[src/rtl/xadc_pkg.sv]
// Shared constants and types for the XADC aux-channel scan logic.
// Holds the scan FSM state encoding, channel geometry, DRP addressing and result width.
package xadc_pkg;

    localparam int N_AUX      = 4;
    localparam int CH_W       = 2;
    localparam int MUX_W      = 4;
    localparam int RES_W      = 12;
    localparam int DRP_ADDR_W = 7;
    localparam int DRP_DATA_W = 16;

    localparam logic [DRP_ADDR_W-1:0] DRP_ADDR_VPVN = 7'h03;

    typedef enum logic [2:0] {
        S_IDLE,
        S_SETTLE,
        S_CONVST,
        S_WAIT_EOC,
        S_DRP_RD,
        S_WAIT_DRDY,
        S_STORE,
        S_NEXT
    } scan_state_t;

    // The external mux only decodes the low bits; the upper select lines stay low.
    function automatic logic [MUX_W-1:0] chan_muxaddr(input logic [CH_W-1:0] ch);
        return {2'b00, ch};
    endfunction

endpackage

[src/rtl/xadc_aux_scan_ctrl_if.sv]
// Bundle between the scan controller (master) and the XADC primitive / DRP port (slave).
// No flow control beyond the XADC's own eoc and drp_drdy strobes.
interface xadc_aux_scan_if;

    logic [xadc_pkg::MUX_W-1:0]      XADC_MUXADDR;
    logic                            convst;
    logic                            eoc;
    logic                            drp_den;
    logic [xadc_pkg::DRP_ADDR_W-1:0] drp_daddr;
    logic [xadc_pkg::DRP_DATA_W-1:0] drp_do;
    logic                            drp_drdy;

    modport master (
        output XADC_MUXADDR,
        output convst,
        output drp_den,
        output drp_daddr,
        input  eoc,
        input  drp_do,
        input  drp_drdy
    );

    modport slave (
        input  XADC_MUXADDR,
        input  convst,
        input  drp_den,
        input  drp_daddr,
        output eoc,
        output drp_do,
        output drp_drdy
    );

endinterface

[src/rtl/rr_next_chan.sv]
// Round-robin pick of the next enabled channel strictly after cur_i (wrapping), cur_i itself last.
// Purely combinational, zero latency; none_o flags an empty mask.
module rr_next_chan
    import xadc_pkg::*;
(
    input  logic [N_AUX-1:0] mask_i,
    input  logic [CH_W-1:0]  cur_i,
    output logic [CH_W-1:0]  nxt_o,
    output logic             none_o
);

    // Walk from the farthest candidate to the nearest so the nearest enabled one wins.
    always_comb begin
        nxt_o  = cur_i;
        none_o = 1'b1;
        for (int k = N_AUX; k >= 1; k--) begin
            if (mask_i[cur_i + CH_W'(k)]) begin
                nxt_o  = cur_i + CH_W'(k);
                none_o = 1'b0;
            end
        end
    end

endmodule

[src/rtl/xadc_aux_scan_ctrl.sv]
// Round-robin scanner for the four external-mux aux channels: mux, settle, convst, eoc, DRP read, store.
// Per channel SETTLE_CYCLES+eoc wait+drdy wait+3 clocks; stalls on eoc/drdy, aborting after EOC_TIMEOUT.
module xadc_aux_scan_ctrl
    import xadc_pkg::*;
#(
    parameter int unsigned            SETTLE_CYCLES   = 256,
    parameter int unsigned            EOC_TIMEOUT     = 4096,
    parameter logic [DRP_ADDR_W-1:0]  DRP_RESULT_ADDR = DRP_ADDR_VPVN
) (
    input  logic                 S_AXI_ACLK,
    input  logic                 S_AXI_ARESETN,
    input  logic                 scan_en,
    input  logic [N_AUX-1:0]     chan_mask,
    input  logic                 err_clr,
    xadc_aux_scan_if.master      xadc,
    output logic [RES_W-1:0]     aux0,
    output logic [RES_W-1:0]     aux1,
    output logic [RES_W-1:0]     aux2,
    output logic [RES_W-1:0]     aux3,
    output logic [N_AUX-1:0]     sample_valid,
    output logic                 busy,
    output logic                 timeout_err
);

    localparam int unsigned CNT_MAX = (SETTLE_CYCLES > EOC_TIMEOUT) ? SETTLE_CYCLES : EOC_TIMEOUT;
    localparam int          CNT_W   = (CNT_MAX > 1) ? $clog2(CNT_MAX) : 1;

    localparam logic [CNT_W-1:0] SETTLE_LAST  = CNT_W'(SETTLE_CYCLES - 1);
    localparam logic [CNT_W-1:0] TIMEOUT_LAST = CNT_W'(EOC_TIMEOUT - 1);

    scan_state_t             state_q;
    logic [CH_W-1:0]         ptr_q;
    logic [MUX_W-1:0]        mux_q;
    logic [CNT_W-1:0]        cnt_q;
    logic                    convst_q;
    logic                    den_q;
    logic [DRP_ADDR_W-1:0]   daddr_q;
    logic [N_AUX-1:0]        sv_q;
    logic                    busy_q;
    logic                    terr_q;
    logic [RES_W-1:0]        aux_q [N_AUX];

    logic [CH_W-1:0]         nxt_ch;
    logic                    nxt_none;

    rr_next_chan u_rr_next_chan (
        .mask_i (chan_mask),
        .cur_i  (ptr_q),
        .nxt_o  (nxt_ch),
        .none_o (nxt_none)
    );

    // The low nibble of the DRP word carries no result bits.
    logic unused_drp_lsb;
    assign unused_drp_lsb = ^xadc.drp_do[3:0];

    always_ff @(posedge S_AXI_ACLK or negedge S_AXI_ARESETN) begin
        if (!S_AXI_ARESETN) begin
            state_q  <= S_IDLE;
            ptr_q    <= CH_W'(N_AUX - 1);
            mux_q    <= '0;
            cnt_q    <= '0;
            convst_q <= 1'b0;
            den_q    <= 1'b0;
            daddr_q  <= '0;
            sv_q     <= '0;
            busy_q   <= 1'b0;
            terr_q   <= 1'b0;
            for (int i = 0; i < N_AUX; i++) begin
                aux_q[i] <= '0;
            end
        end else begin
            // A timeout set later in this block overrides a same-cycle clear.
            if (err_clr) begin
                terr_q <= 1'b0;
            end

            unique case (state_q)
                S_IDLE, S_NEXT: begin
                    if (scan_en && !nxt_none) begin
                        ptr_q   <= nxt_ch;
                        mux_q   <= chan_muxaddr(nxt_ch);
                        cnt_q   <= '0;
                        busy_q  <= 1'b1;
                        state_q <= S_SETTLE;
                    end else begin
                        busy_q  <= 1'b0;
                        state_q <= S_IDLE;
                    end
                end

                S_SETTLE: begin
                    if (cnt_q == SETTLE_LAST) begin
                        convst_q <= 1'b1;
                        state_q  <= S_CONVST;
                    end else begin
                        cnt_q <= cnt_q + CNT_W'(1);
                    end
                end

                S_CONVST: begin
                    convst_q <= 1'b0;
                    cnt_q    <= '0;
                    state_q  <= S_WAIT_EOC;
                end

                S_WAIT_EOC: begin
                    if (xadc.eoc) begin
                        den_q   <= 1'b1;
                        daddr_q <= DRP_RESULT_ADDR;
                        state_q <= S_DRP_RD;
                    end else if (cnt_q == TIMEOUT_LAST) begin
                        terr_q  <= 1'b1;
                        state_q <= S_NEXT;
                    end else begin
                        cnt_q <= cnt_q + CNT_W'(1);
                    end
                end

                S_DRP_RD: begin
                    den_q   <= 1'b0;
                    cnt_q   <= '0;
                    state_q <= S_WAIT_DRDY;
                end

                S_WAIT_DRDY: begin
                    if (xadc.drp_drdy) begin
                        aux_q[ptr_q] <= xadc.drp_do[DRP_DATA_W-1:DRP_DATA_W-RES_W];
                        sv_q         <= N_AUX'(1) << ptr_q;
                        state_q      <= S_STORE;
                    end else if (cnt_q == TIMEOUT_LAST) begin
                        terr_q  <= 1'b1;
                        state_q <= S_NEXT;
                    end else begin
                        cnt_q <= cnt_q + CNT_W'(1);
                    end
                end

                S_STORE: begin
                    sv_q    <= '0;
                    state_q <= S_NEXT;
                end

                default: begin
                    state_q <= S_IDLE;
                end
            endcase
        end
    end

    assign xadc.XADC_MUXADDR = mux_q;
    assign xadc.convst       = convst_q;
    assign xadc.drp_den      = den_q;
    assign xadc.drp_daddr    = daddr_q;

    assign aux0         = aux_q[0];
    assign aux1         = aux_q[1];
    assign aux2         = aux_q[2];
    assign aux3         = aux_q[3];
    assign sample_valid = sv_q;
    assign busy         = busy_q;
    assign timeout_err  = terr_q;

endmodule

[src/flat_wrapper.sv]
// flat-port wrapper written by rule: the top's interface ports become plain ports
module xadc_aux_scan_ctrl_flat import xadc_pkg::*;
#(
    parameter int unsigned            SETTLE_CYCLES   = 256,
    parameter int unsigned            EOC_TIMEOUT     = 4096,
    parameter logic [DRP_ADDR_W-1:0]  DRP_RESULT_ADDR = DRP_ADDR_VPVN
)
  (S_AXI_ACLK, S_AXI_ARESETN, scan_en, chan_mask, err_clr, aux0, aux1, aux2, aux3, sample_valid, busy, timeout_err, xadc_XADC_MUXADDR, xadc_convst, xadc_drp_den, xadc_drp_daddr, xadc_eoc, xadc_drp_do, xadc_drp_drdy);
  xadc_aux_scan_if xadc_i ();
  input  logic S_AXI_ACLK;
  input  logic S_AXI_ARESETN;
  input  logic scan_en;
  input  logic [N_AUX-1:0] chan_mask;
  input  logic err_clr;
  output logic [RES_W-1:0] aux0;
  output logic [RES_W-1:0] aux1;
  output logic [RES_W-1:0] aux2;
  output logic [RES_W-1:0] aux3;
  output logic [N_AUX-1:0] sample_valid;
  output logic busy;
  output logic timeout_err;
  output wire logic [$bits(xadc_i.XADC_MUXADDR)-1:0] xadc_XADC_MUXADDR;
  output wire logic [$bits(xadc_i.convst)-1:0] xadc_convst;
  output wire logic [$bits(xadc_i.drp_den)-1:0] xadc_drp_den;
  output wire logic [$bits(xadc_i.drp_daddr)-1:0] xadc_drp_daddr;
  input wire logic [$bits(xadc_i.eoc)-1:0] xadc_eoc;
  input wire logic [$bits(xadc_i.drp_do)-1:0] xadc_drp_do;
  input wire logic [$bits(xadc_i.drp_drdy)-1:0] xadc_drp_drdy;
  assign xadc_XADC_MUXADDR = xadc_i.XADC_MUXADDR;
  assign xadc_convst = xadc_i.convst;
  assign xadc_drp_den = xadc_i.drp_den;
  assign xadc_drp_daddr = xadc_i.drp_daddr;
  assign xadc_i.eoc = xadc_eoc;
  assign xadc_i.drp_do = xadc_drp_do;
  assign xadc_i.drp_drdy = xadc_drp_drdy;
  xadc_aux_scan_ctrl #(.SETTLE_CYCLES(SETTLE_CYCLES), .EOC_TIMEOUT(EOC_TIMEOUT), .DRP_RESULT_ADDR(DRP_RESULT_ADDR)) u_core (.S_AXI_ACLK(S_AXI_ACLK), .S_AXI_ARESETN(S_AXI_ARESETN), .scan_en(scan_en), .chan_mask(chan_mask), .err_clr(err_clr), .xadc(xadc_i), .aux0(aux0), .aux1(aux1), .aux2(aux2), .aux3(aux3), .sample_valid(sample_valid), .busy(busy), .timeout_err(timeout_err));
endmodule
[config.mk]
export PLATFORM = sky130hd
export DESIGN_NAME = xadc_aux_scan_ctrl_flat
export DESIGN_NICKNAME = d
export VERILOG_FILES = /design/src/rtl/xadc_pkg.sv /design/src/rtl/xadc_aux_scan_ctrl_if.sv /design/src/rtl/rr_next_chan.sv /design/src/rtl/xadc_aux_scan_ctrl.sv /design/src/flat_wrapper.sv
export SDC_FILE = /design/constraint.sdc
export NUM_CORES = 1
export LEC_CHECK = 0
export BUFFER_PORTS_ARGS = -buffer_cell sky130_fd_sc_hd__buf_2
export CORE_UTILIZATION = 57
export CTS_BUF_LIST = sky130_fd_sc_hd__clkbuf_16
export CTS_CLUSTER_DIAMETER = 50
export DETAILED_ROUTE_END_ITERATION = 7
export GPL_ROUTABILITY_DRIVEN = 1
export GPL_TIMING_DRIVEN = 0
export HOLD_SLACK_MARGIN = 0.02
export PLACE_DENSITY = 0.84
export RECOVER_POWER = 25
export SETUP_SLACK_MARGIN = 0.4
export SYNTH_ARGS = -nofsm -noshare
export SYNTH_HDL_FRONTEND = slang
export SYNTH_SLANG_ARGS = --single-unit
export TNS_END_PERCENT = 50
[constraint.sdc]
create_clock -name S_AXI_ACLK -period 6.4 [get_ports S_AXI_ACLK]
set_input_delay 0.64 -clock S_AXI_ACLK [delete_from_list [all_inputs] [get_ports S_AXI_ACLK]]
set_output_delay 0.64 -clock S_AXI_ACLK [all_outputs]
set_load 0.1 [all_outputs]
-- Yosys cells after proc, flatten, opt, wreduce, memory -nomap -nowiden
Cells that the tools add are included.
- register bits: 76
- latch bits: 0
- memory bits (writable): 0
- ROM bits: 0
- bits of input ports: 26
- memories: 0
- $add $sub $neg: 4
- multiply operators: 0
- div/mod/pow operators: 0
- magnitude comparators: 6
- equal/unequal tests: 16
- shift operators: 1
- muxes and demuxes: 42
- bitwise logic cells: 1
- reduce and logical (&&, ||, !) cells: 17
- operators by type and width (cell ; number):
    12-bit 2-to-1 mux ; 6
    12-bit case mux with 5 select lines ; 1
    48-bit bitwise mux ; 1
    12-bit demux with 2-bit select ; 1
    3-bit case mux with 7 select lines ; 1
    1-bit 2-to-1 mux ; 16
    12-bit by 1-bit adder with 12-bit output, second input constant ; 1
    12-bit equality test, second input constant ; 1
    12-bit by 8-bit equality test with 1-bit output, second input constant ; 1
    3-bit equality test, second input constant ; 4
    2-bit by 3-bit < comparator with 1-bit output, second input constant ; 4
    3-bit 2-to-1 mux ; 4
    2-bit AND reduction ; 6
    2-bit != test, second input constant ; 5
    1-bit binary-select mux with 2-bit select ; 4
    4-bit case mux with 2 select lines ; 1
    3-bit by 2-bit equality test with 1-bit output, second input constant ; 2
    2-bit 2-to-1 mux ; 3
    1-bit case mux with 2 select lines ; 3
    2-bit nonzero test ; 3
    5-bit AND reduction ; 1
    5-bit nonzero test ; 1
    2-bit adder, second input constant ; 2
    4-bit 2-to-1 mux ; 1
    11 further kinds ; 14

-- Depth between registers and ports, before layout
Gate-level depths: netlist of run 1.
- depth in word-level cells: 10
- depth in mapped cells: 9

-- Hierarchy
From an unflattened synthesis of run 1, not the netlist that was laid out.
- cells, all modules: 283
- area, all modules: 3449.6 µm²
- by module, submodules not included (module ; times used ; cells an instance ; area each (µm²)):
    xadc_aux_scan_ctrl ; 1 ; 272 ; 3382.0
    rr_next_chan ; 1 ; 11 ; 67.6

-- Worst setup path after synthesis of run 1
No wires, ideal clock.
- path type: reg-to-reg
- start: register u_core.ptr_q[1]
- end: register u_core.mux_q[0], in the netlist u_core.xadc.XADC_MUXADDR[0]
- setup time: 66 ps
- data arrival time: 2126 ps
- path slack: 4208 ps
- stages on the path, launching flop included: 9
- buffers on the path: 2
- period minus slack after synthesis: 2192 ps
- cells stage by stage: dfstp_2 > clkbuf_1 > inv_1 > ha_1 > buf_1 > mux2i_1 > a211oi_1 > a2111oi_0 > a21o_1
- word-level cells in the longest chain between the ends: 9
- elaborated cells on any way between the ends: 21
- RTL lines (item ; RTL line ; source):
    from (decl) ; xadc_aux_scan_ctrl.sv:32 ; logic [CH_W-1:0] ptr_q;
    from (signal assigned) ; xadc_aux_scan_ctrl.sv:60 ; ptr_q <= CH_W'(N_AUX - 1);
    from (signal assigned) ; xadc_aux_scan_ctrl.sv:81 ; ptr_q <= nxt_ch;
    2-bit adder or 1-bit binary-select mux with 2-bit select (tied branches) ; rr_next_chan.sv:17 ; if (mask_i[cur_i + CH_W'(k)]) begin
    1-bit binary-select mux with 2-bit select or 1-bit 2-to-1 mux (tied branches) ; rr_next_chan.sv:17 ;
    1-bit 2-to-1 mux (implied by the code) ; rr_next_chan.sv:17 ;
    1-bit 2-to-1 mux (3 in a row) ; rr_next_chan.sv:17 ;
    1-bit zero test ; xadc_aux_scan_ctrl.sv:80 ; if (scan_en && !nxt_none) begin
    1-bit logical AND ; xadc_aux_scan_ctrl.sv:80 ;
    2-bit AND reduction (no line) ; - ;
    to (signal assigned) ; xadc_aux_scan_ctrl.sv:82 ; mux_q <= chan_muxaddr(nxt_ch);
    to (decl) ; xadc_aux_scan_ctrl.sv:33 ; logic [MUX_W-1:0] mux_q;
Parallel ways exist; a longest one is shown, timed or not. The select of a mux whose other input is x is not followed.
A chain may end at the register's enable or synchronous reset.

==> results.tsv, run 1 <==
metric	value	unit
pin count of the biggest net entering global routing	49	
number of nets in the final layout	457	
Max Freq	0.275	GHz
kind of critical path	input port to asynchronous set/reset pin	
die width	82.4	microns
crit-path cells	clkbuf_1 -> clkbuf_1	
area share of the largest cell type after synthesis	0.502	
Slew Viols, Final	79	
1st-iter DRT viols	216	
most used cell, CP	clkbuf_1	
reg-to-reg setup timing slack	3.89	ns
min cycle time layout	3.64	ns
Clock Sinks	76	
cts-stage hold buffer count	0	
Reg clk slew, reported paths	0.06	ns
failing checks	max-capacitance violations, max-slew violations	
Crit. End Element	asynchronous set/reset pin	
Post-DP HPWL	6120	microns
CTS tree	done	
Syn Area/Cell	11.2	sq um
Final Hold Vio Count	0	
GRT Overall Usage	0.283	
Rel. slew slack	-0.638	
Crit path required time	6.33	ns
Core ar.	6060	sq um
hold_sp	u_core.xadc.XADC_MUXADDR[0]	
Synth cell types	59	
mapped cell area	3690	sq um
routability cong.	0.872	
CP delay by family, top	buffers and inverters	
clk_skew	0.00978	ns
Final Cycle Share	0.568	
CP max stage delay	1.83	ns
synth cell count leaders	74 x dfrtp_1, 49 x mux2_2, 29 x nand2_1, 23 x o21ai_0, 15 x nor2_1	
Post-synth EDFFs	0	
antenna-violating nets left	0	
crit-path max FO	48	
area grow syn2layout	22.6	%
r2r endpoint	u_core.xadc.XADC_MUXADDR[0]	
most used flip-flop cell after synthesis	dfrtp_1	
DRC violations left	0	
synth top area cells	dfrtp_1 50%, mux2_2 15%, o21ai_0 3.1%	
Hold Path Class	flip-flop to flip-flop	
Seq cells post-synth	76	
sequential fraction of the synthesis area	0.517	
setup violators final	0	
die area	6790	sq um
# IOs	93	
WP buf/inv	2	
first-pass GRT wire length	14100	microns
reg2reg start	u_core.ptr_q[1]	
Worst-Margin Slew	2.46	ns
Mapped Cells	328	
clk buf depth	2	
total grt overflow	0	
setup TNS	0	ns
Antenna Cells	0	
status	complete, but fails checks	
max cap viols	2	
Crit-path slowest cell	clkbuf_1	
YS warnings	0	
Port Buf Inserts	80	
initial antenna violation count	0	
number of global-route vias before repair	2890	
Vias per Instance	5.89	
top-count cell post-synth	dfrtp_1	
Yosys top cell by area	dfrtp_1	
Min-Delay Endpoint	u_core.xadc.XADC_MUXADDR[0]	
DR vias	2982	
Clock Root Buffer	clkbuf_16	
share of layout cells above drive strength 1	0.404	
Skew-Pair Late Insertion Delay	0.34	ns
First-pass DRT Iterations	6	
die height	82.4	microns
cell row count	28	
post-DR wirelength/cell	17.0	microns
# Post-CTS Setup Buffers	0	
Hold Path Depth	1	
CTS Buf Count	9	
ys async rst share	1.00	
Critical Path Start Type	input port	
Starting Density	0.608	
Resized cells post-CTS	0	
FF-to-FF path depth	8	
Arr. time, crit path	3.57	ns
H-tree levels	3	
RSZ-0062 raised after global routing	false	
final wirelength	8610	microns
==> area by class of cell <==
class | count | area [sq um]
flip-flops and latches | 76 | 1900
multi-input cells | 225 | 1620
fillers | 402 | 1540
repair buffers | 81 | 403
clock buffers | 9 | 225
plain buffers | 21 | 135
well taps | 75 | 93.8
clock inverters | 7 | 90.1
inverters | 12 | 45.0
==> per-stage QoR <==
stage | hold slack (ns) | utilization | cell area, sq um | worst slack (ns) | instances
floorplan | 0.344 | - | 3710 | 4.21 | 334
global placement | 0.456 | 0.693 | 4200 | 4.01 | 489
detailed placement | 0.464 | 0.698 | 4230 | 3.91 | 490
CTS | 0.232 | 0.750 | 4550 | 3.88 | 506
global route | 0.495 | 0.746 | 4520 | 1.96 | 506
finish | 0.476 | 0.746 | 4520 | 2.76 | 506
==> routing by layer <==
metal	GRT usage	wire, microns	vias up
met2	0.456	4270	125
met5	0	0	-
met1	0.365	3610	1471
li1	-	-	1378
met4	0.0982	68	0
met3	0.0813	667	8
==> registers in the layout, indices dropped and copies added, names as in the netlist, 2 cells and up <==
name and count:
u_core.state_q 3, u_core.aux2 12, u_core.sample_valid 4, u_core.xadc.XADC_MUXADDR 2, u_core.aux3 12, u_core.aux0 12, u_core.ptr_q 2, u_core.aux1 12
u_core.cnt_q 12
==> cell families after synthesis <==
family          count (synthesis)  share of synthesized area
buf+inv                        33                     0.0489
xor+xnor                        1                    0.00238
compound gates                 73                      0.131
mux                            52                      0.158
other cells                     1                    0.00102
fa+ha+maj                       5                     0.0170
flops                          76                      0.517
simple gates                   87                      0.125
==> worst max path at each step <==
stage                                from                           to  slack [ns]  cells after the start
after floorplan           u_core.ptr_q[1]  u_core.xadc.XADC_MUXADDR[0]        4.21                      8
after global placement    u_core.ptr_q[1]  u_core.xadc.XADC_MUXADDR[0]        4.01                      8
after detailed placement  u_core.ptr_q[1]  u_core.xadc.XADC_MUXADDR[0]        3.91                      8
after CTS                 u_core.ptr_q[1]  u_core.xadc.XADC_MUXADDR[0]        3.88                      8
after global routing        S_AXI_ARESETN               u_core.aux2[8]        1.96                      2
final                       S_AXI_ARESETN               u_core.aux2[8]        2.76                      2
==> cells in the final DEF, fill, tap and decap left out, drive strengths merged, types with 10 or more instances in the layout <==
cell type / netlist / final
a21oi: 14 / 14
buf: 17 / 96
clkbuf: 4 / 15
dfrtp: 74 / 74
inv: 11 / 15
mux2: 49 / 49
nand2: 29 / 29
nand3: 10 / 10
nor2: 15 / 15
o21ai: 24 / 24
Power of run 1 is left out: the tool's default activity adds up to more than one toggle a clock period on the data nets, which glitch-free logic cannot reach.
==> run 2, diff against run 1 <==
--- a/config.mk
+++ b/config.mk
@@ -6,14 +6,14 @@
 export NUM_CORES = 1
 export LEC_CHECK = 0
 export BUFFER_PORTS_ARGS = -buffer_cell sky130_fd_sc_hd__buf_2
-export CORE_UTILIZATION = 57
+export CORE_UTILIZATION = 53
 export CTS_BUF_LIST = sky130_fd_sc_hd__clkbuf_16
 export CTS_CLUSTER_DIAMETER = 50
 export DETAILED_ROUTE_END_ITERATION = 7
 export GPL_ROUTABILITY_DRIVEN = 1
 export GPL_TIMING_DRIVEN = 0
 export HOLD_SLACK_MARGIN = 0.02
-export PLACE_DENSITY = 0.84
+export PLACE_DENSITY = 0.79
 export RECOVER_POWER = 25
 export SETUP_SLACK_MARGIN = 0.4
 export SYNTH_ARGS = -nofsm -noshare
==> constraint.sdc (replaced) <==
create_clock -name S_AXI_ACLK -period 3.4 [get_ports S_AXI_ACLK]
set_input_delay 0.34 -clock S_AXI_ACLK [delete_from_list [all_inputs] [get_ports S_AXI_ACLK]]
set_output_delay 0.34 -clock S_AXI_ACLK [all_outputs]
set_load 0.1 [all_outputs]
==> run 2 against run 1 <==
  * Wire length is 4.7% lower
  * Sequential cell count stayed put
  * Clock-buffer cell count stayed put
  * Via count is 3.2% lower
  * Setup slack worse by 1.9 ns
  * The flow now finishes without violations
  * Hold slack worse by 0.28 ns
  * Die area is 7.4% higher
==> results.tsv, run 2 (same netlist as run 1, synthesis figures left out) <==
metric	value	unit
status	completed	
Clock Root Buffer	clkbuf_16	
Hold Path Depth	2	
# Post-CTS Setup Buffers	0	
Worst-Margin Slew	1.31	ns
Crit path required time	3.67	ns
RSZ-0062 raised after global routing	false	
routability cong.	0.869	
CTS tree	done	
setup violators final	0	
min cycle time layout	2.49	ns
reg-to-reg setup timing slack	0.91	ns
Final Hold Vio Count	0	
Crit-path slowest cell	dfstp_2	
crit-path max FO	8	
DRC violations left	0	
crit-path cells	clkbuf_1 -> inv_1 -> ha_1 -> buf_1 -> mux2i_1 -> a211oi_1 -> a2111oi_0 -> a21o_1	
Max Freq	0.401	GHz
final wirelength	8210	microns
Reg clk slew, reported paths	0.06	ns
die height	85.4	microns
setup TNS	0	ns
Vias per Instance	5.64	
Clock Sinks	76	
area grow syn2layout	24.1	%
hold_ws	0.193	ns
cell row count	30	
Final Cycle Share	0.733	
Port Buf Inserts	80	
DR vias	2887	
share of layout cells above drive strength 1	0.403	
Register Area	1900	sq um
number of global-route vias before repair	2961	
Fill cells	497	
Rel. slew slack	0.125	
die area	7290	sq um
Crit. End Element	flip-flop	
GRT Overall Usage	0.244	
clk_skew	0.00723	ns
kind of critical path	flip-flop to flip-flop	
hold_sp	err_clr	
Antenna Cells	0	
post-DR wirelength/cell	16.0	microns
Post-Route Utilization	0.677	
Starting Density	0.546	
total grt overflow	0	
antenna-violating nets left	0	
Resized cells post-CTS	0	
Critical Path Start Type	flip-flop	
initial antenna violation count	0	
CTS Buf Count	9	
die width	85.4	microns
Skew-Pair Late Insertion Delay	0.33	ns
max cap viols	0	
r2r endpoint	u_core.xadc.XADC_MUXADDR[0]	
Arr. time, crit path	2.76	ns
1st-iter DRT viols	128	
Core ar.	6760	sq um
WP buf/inv	3	
Slew Viols, Final	0	
Post-DP HPWL	5740	microns
H-tree levels	3	
CP delay by family, top	buffers and inverters	
reg2reg start	u_core.ptr_q[1]	
# IOs	93	
clk buf depth	2	
pin count of the biggest net entering global routing	56	
Min-Delay Endpoint	u_core.timeout_err	
commonest non-fill, non-tap cell in the layout	buf_2	
most frequent cells in the layout	83 x buf_2, 74 x dfrtp_1, 49 x mux2_2	
FF-to-FF path depth	8	
cts-stage hold buffer count	1	
first-pass GRT wire length	13800	microns
number of nets in the final layout	458	
First-pass DRT Iterations	4	
Hold Path Class	input port to flip-flop	
CP max stage delay	0.54	ns
Multi-input gate area	1620	sq um
[run 2: area by class of cell]
| cell class | instances | share of cell area |
|---|---|---|
| multi-input combinational | 225 | 0.355 |
| timing repair buffer | 82 | 0.0954 |
| sequential | 76 | 0.416 |
| inverter | 12 | 0.00984 |
| tap | 80 | 0.0219 |
| buffer | 21 | 0.0293 |
| clock inverter | 7 | 0.0232 |
| clock buffer | 9 | 0.0492 |
[run 2: worst register-to-register path: stages (launching register included)]
cell and delay (ns):
dfstp_2 0.54, clkbuf_1 0.28, inv_1 0.14, ha_1 0.30, buf_1 0.28, mux2i_1 0.29
a211oi_1 0.10, a2111oi_0 0.38, a21o_1 0.13
[run 2: per-layer routing]
metal,share of wire,GRT usage,vias to the layer above
met5,0,0,-
met2,0.48,0.407,94
met3,0.062,0.0593,15
met1,0.44,0.311,1396
li1,-,-,1382
met4,0.020,0.0864,0
[run 2: worst max-delay path by stage]
stage / start / to / slack [ns] / cells past startpoint
6_report: u_core.ptr_q[1] / u_core.xadc.XADC_MUXADDR[0] / 0.91 / 8
2_1_floorplan: u_core.ptr_q[1] / u_core.xadc.XADC_MUXADDR[0] / 1.21 / 8
3_3_place_gp: u_core.ptr_q[1] / u_core.xadc.XADC_MUXADDR[0] / 1.01 / 8
3_5_place_dp: u_core.ptr_q[1] / u_core.xadc.XADC_MUXADDR[0] / 0.93 / 8
5_1_grt: u_core.ptr_q[1] / u_core.xadc.XADC_MUXADDR[0] / 0.66 / 8
4_1_cts: u_core.ptr_q[1] / u_core.xadc.XADC_MUXADDR[0] / 0.92 / 8
[run 2: stage by stage]
stage	area [sq um]	std cells	setup slack (ns)
floorplan	3710	334	1.21
global placement	4210	494	1.01
detailed placement	4240	495	0.931
CTS	4580	512	0.915
global route	4580	512	0.661
finish	4580	512	0.909
Power of run 2 is left out for the same reason.
==> run 3, diff against run 2 <==
==> constraint.sdc (replaced) <==
create_clock -name S_AXI_ACLK -period 2.45 [get_ports S_AXI_ACLK]
set_input_delay 0.245 -clock S_AXI_ACLK [delete_from_list [all_inputs] [get_ports S_AXI_ACLK]]
set_output_delay 0.245 -clock S_AXI_ACLK [all_outputs]
set_load 0.1 [all_outputs]
==> run 3 against run 2 <==
  * The run now ends with max-capacitance violations, max-slew violations left
  * Sequential share of layout area down 0.43 points
  * Final area up 1.0%
  * Fmax up 20%
  * Hold slack worse by 0.091 ns
  * Cell count up 0.59%
  * First-iteration DRC count up 15%
  * Largest cell class unchanged
==> results.tsv, run 3 (same netlist as run 1, synthesis figures left out) <==
metric	value	unit
status	complete, but fails checks	
failing checks	max-capacitance violations, max-slew violations	
final wirelength	8610	microns
post-DR wirelength/cell	16.7	microns
CP max stage delay	0.53	ns
cell row count	30	
max cap viols	1	
CTS tree	done	
DR vias	2991	
CP delay by family, top	compound AO/OA/AOI/OAI gates	
crit-path cells	clkbuf_8 -> inv_2 -> ha_1 -> buf_6 -> inv_2 -> o21ai_1 -> a222oi_1 -> a211oi_2 -> a21o_1	
most frequent cells in the layout	84 x buf_2, 74 x dfrtp_1, 49 x mux2_2	
Core ar.	6760	sq um
Fill cells	499	
number of nets in the final layout	461	
pin count of the biggest net entering global routing	51	
Antenna Cells	0	
Slew Viols, Final	27	
setup violators final	0	
routability cong.	0.871	
Crit-path slowest cell	dfstp_2	
Crit. End Element	flip-flop	
WP buf/inv	4	
GRT Overall Usage	0.246	
Final Hold Vio Count	0	
total grt overflow	0	
Critical Path Start Type	flip-flop	
Worst-Margin Slew	1.61	ns
H-tree levels	3	
Hold Path Class	input port to flip-flop	
Final Cycle Share	0.850	
Clock Root Buffer	clkbuf_16	
die area	7290	sq um
CTS Buf Count	9	
reg-to-reg setup timing slack	0.37	ns
Arr. time, crit path	2.30	ns
die width	85.4	microns
clk buf depth	2	
area grow syn2layout	25.4	%
setup TNS	0	ns
clk_skew	0.00611	ns
commonest non-fill, non-tap cell in the layout	buf_2	
Post-DP HPWL	5970	microns
initial antenna violation count	0	
share of layout cells above drive strength 1	0.430	
Clock Sinks	76	
Crit path required time	2.67	ns
# IOs	93	
die height	85.4	microns
Starting Density	0.546	
most used cell, CP	inv_2	
Max Freq	0.480	GHz
min cycle time layout	2.08	ns
Rel. slew slack	-0.0720	
kind of critical path	flip-flop to flip-flop	
Skew-Pair Late Insertion Delay	0.33	ns
Port Buf Inserts	80	
Reg clk slew, reported paths	0.06	ns
1st-iter DRT viols	147	
First-pass DRT Iterations	5	
Vias per Instance	5.81	
first-pass GRT wire length	14000	microns
antenna-violating nets left	0	
DRC violations left	0	
number of global-route vias before repair	2864	
RSZ-0062 raised after global routing	true	
crit-path max FO	7	
run 3: changes by cell type in the layout (fill, tap and decap cells not counted), sizes merged:
| cell | previous run | this run |
|---|---|---|
| buf | 96 | 100 |
| clkinvlp | 0 | 2 |
| bufinv | 2 | 1 |
| clkbuf | 15 | 14 |
| clkinv | 3 | 2 |
run 3: area by class of cell:
type / count / area, sq um / area share
Sequential cell: 76 / 1900 / 0.412
Multi-Input combinational cell: 225 / 1650 / 0.358
Timing Repair Buffer: 85 / 459 / 0.0993
Clock buffer: 9 / 225 / 0.0487
Buffer: 21 / 153 / 0.0330
Tap cell: 80 / 100 / 0.0217
Clock inverter: 7 / 82.6 / 0.0179
Inverter: 12 / 45.0 / 0.00974
run 3: per-stage QoR:
| stage | setup slack [ns] | util | cells | instance area [sq um] | hold WS [ns] |
|---|---|---|---|---|---|
| 6_report | 0.366 | 0.684 | 515 | 4620 | 0.102 |
| 5_1_grt | 0.286 | 0.684 | 515 | 4620 | 0.123 |
| 4_1_cts | 0.409 | 0.681 | 515 | 4600 | 0.101 |
| 3_5_place_dp | 0.277 | 0.628 | 495 | 4240 | 0.191 |
| 3_3_place_gp | 0.303 | 0.623 | 494 | 4210 | 0.430 |
| 2_1_floorplan | 0.451 | - | 334 | 3710 | -0.0506 |
run 3: timing repair:
item | 4_1_cts | 5_1_grt
hold buffers | 1 | 0
buffers inserted | 3 | 0
gates resized for setup | 4 | 11
setup endpoints to repair | 3 | 16
pin swaps | 3 | 4
hold endpoints to repair | 26 | 0
run 3: worst paths after layout:
kind	cells past startpoint	to	from
setup / recovery	9	u_core.xadc.XADC_MUXADDR[1]	u_core.ptr_q[1]
hold / removal	2	u_core.timeout_err	err_clr
setup reg to reg	9	u_core.xadc.XADC_MUXADDR[1]	u_core.ptr_q[1]
hold reg to reg	1	u_core.xadc.XADC_MUXADDR[1]	u_core.xadc.XADC_MUXADDR[1]
max in group asynchronous	3	u_core.ptr_q[0]	S_AXI_ARESETN
min in group asynchronous	2	u_core.state_q[2]	S_AXI_ARESETN
run 3: routing by layer:
metal | GRT usage | up-vias | wire length (microns)
li1 | - | 1388 | -
met1 | 0.319 | 1476 | 3730
met2 | 0.405 | 115 | 4220
met3 | 0.0574 | 12 | 514
met4 | 0.0939 | 0 | 136
met5 | 0 | - | 0
Power of run 3 is left out for the same reason.
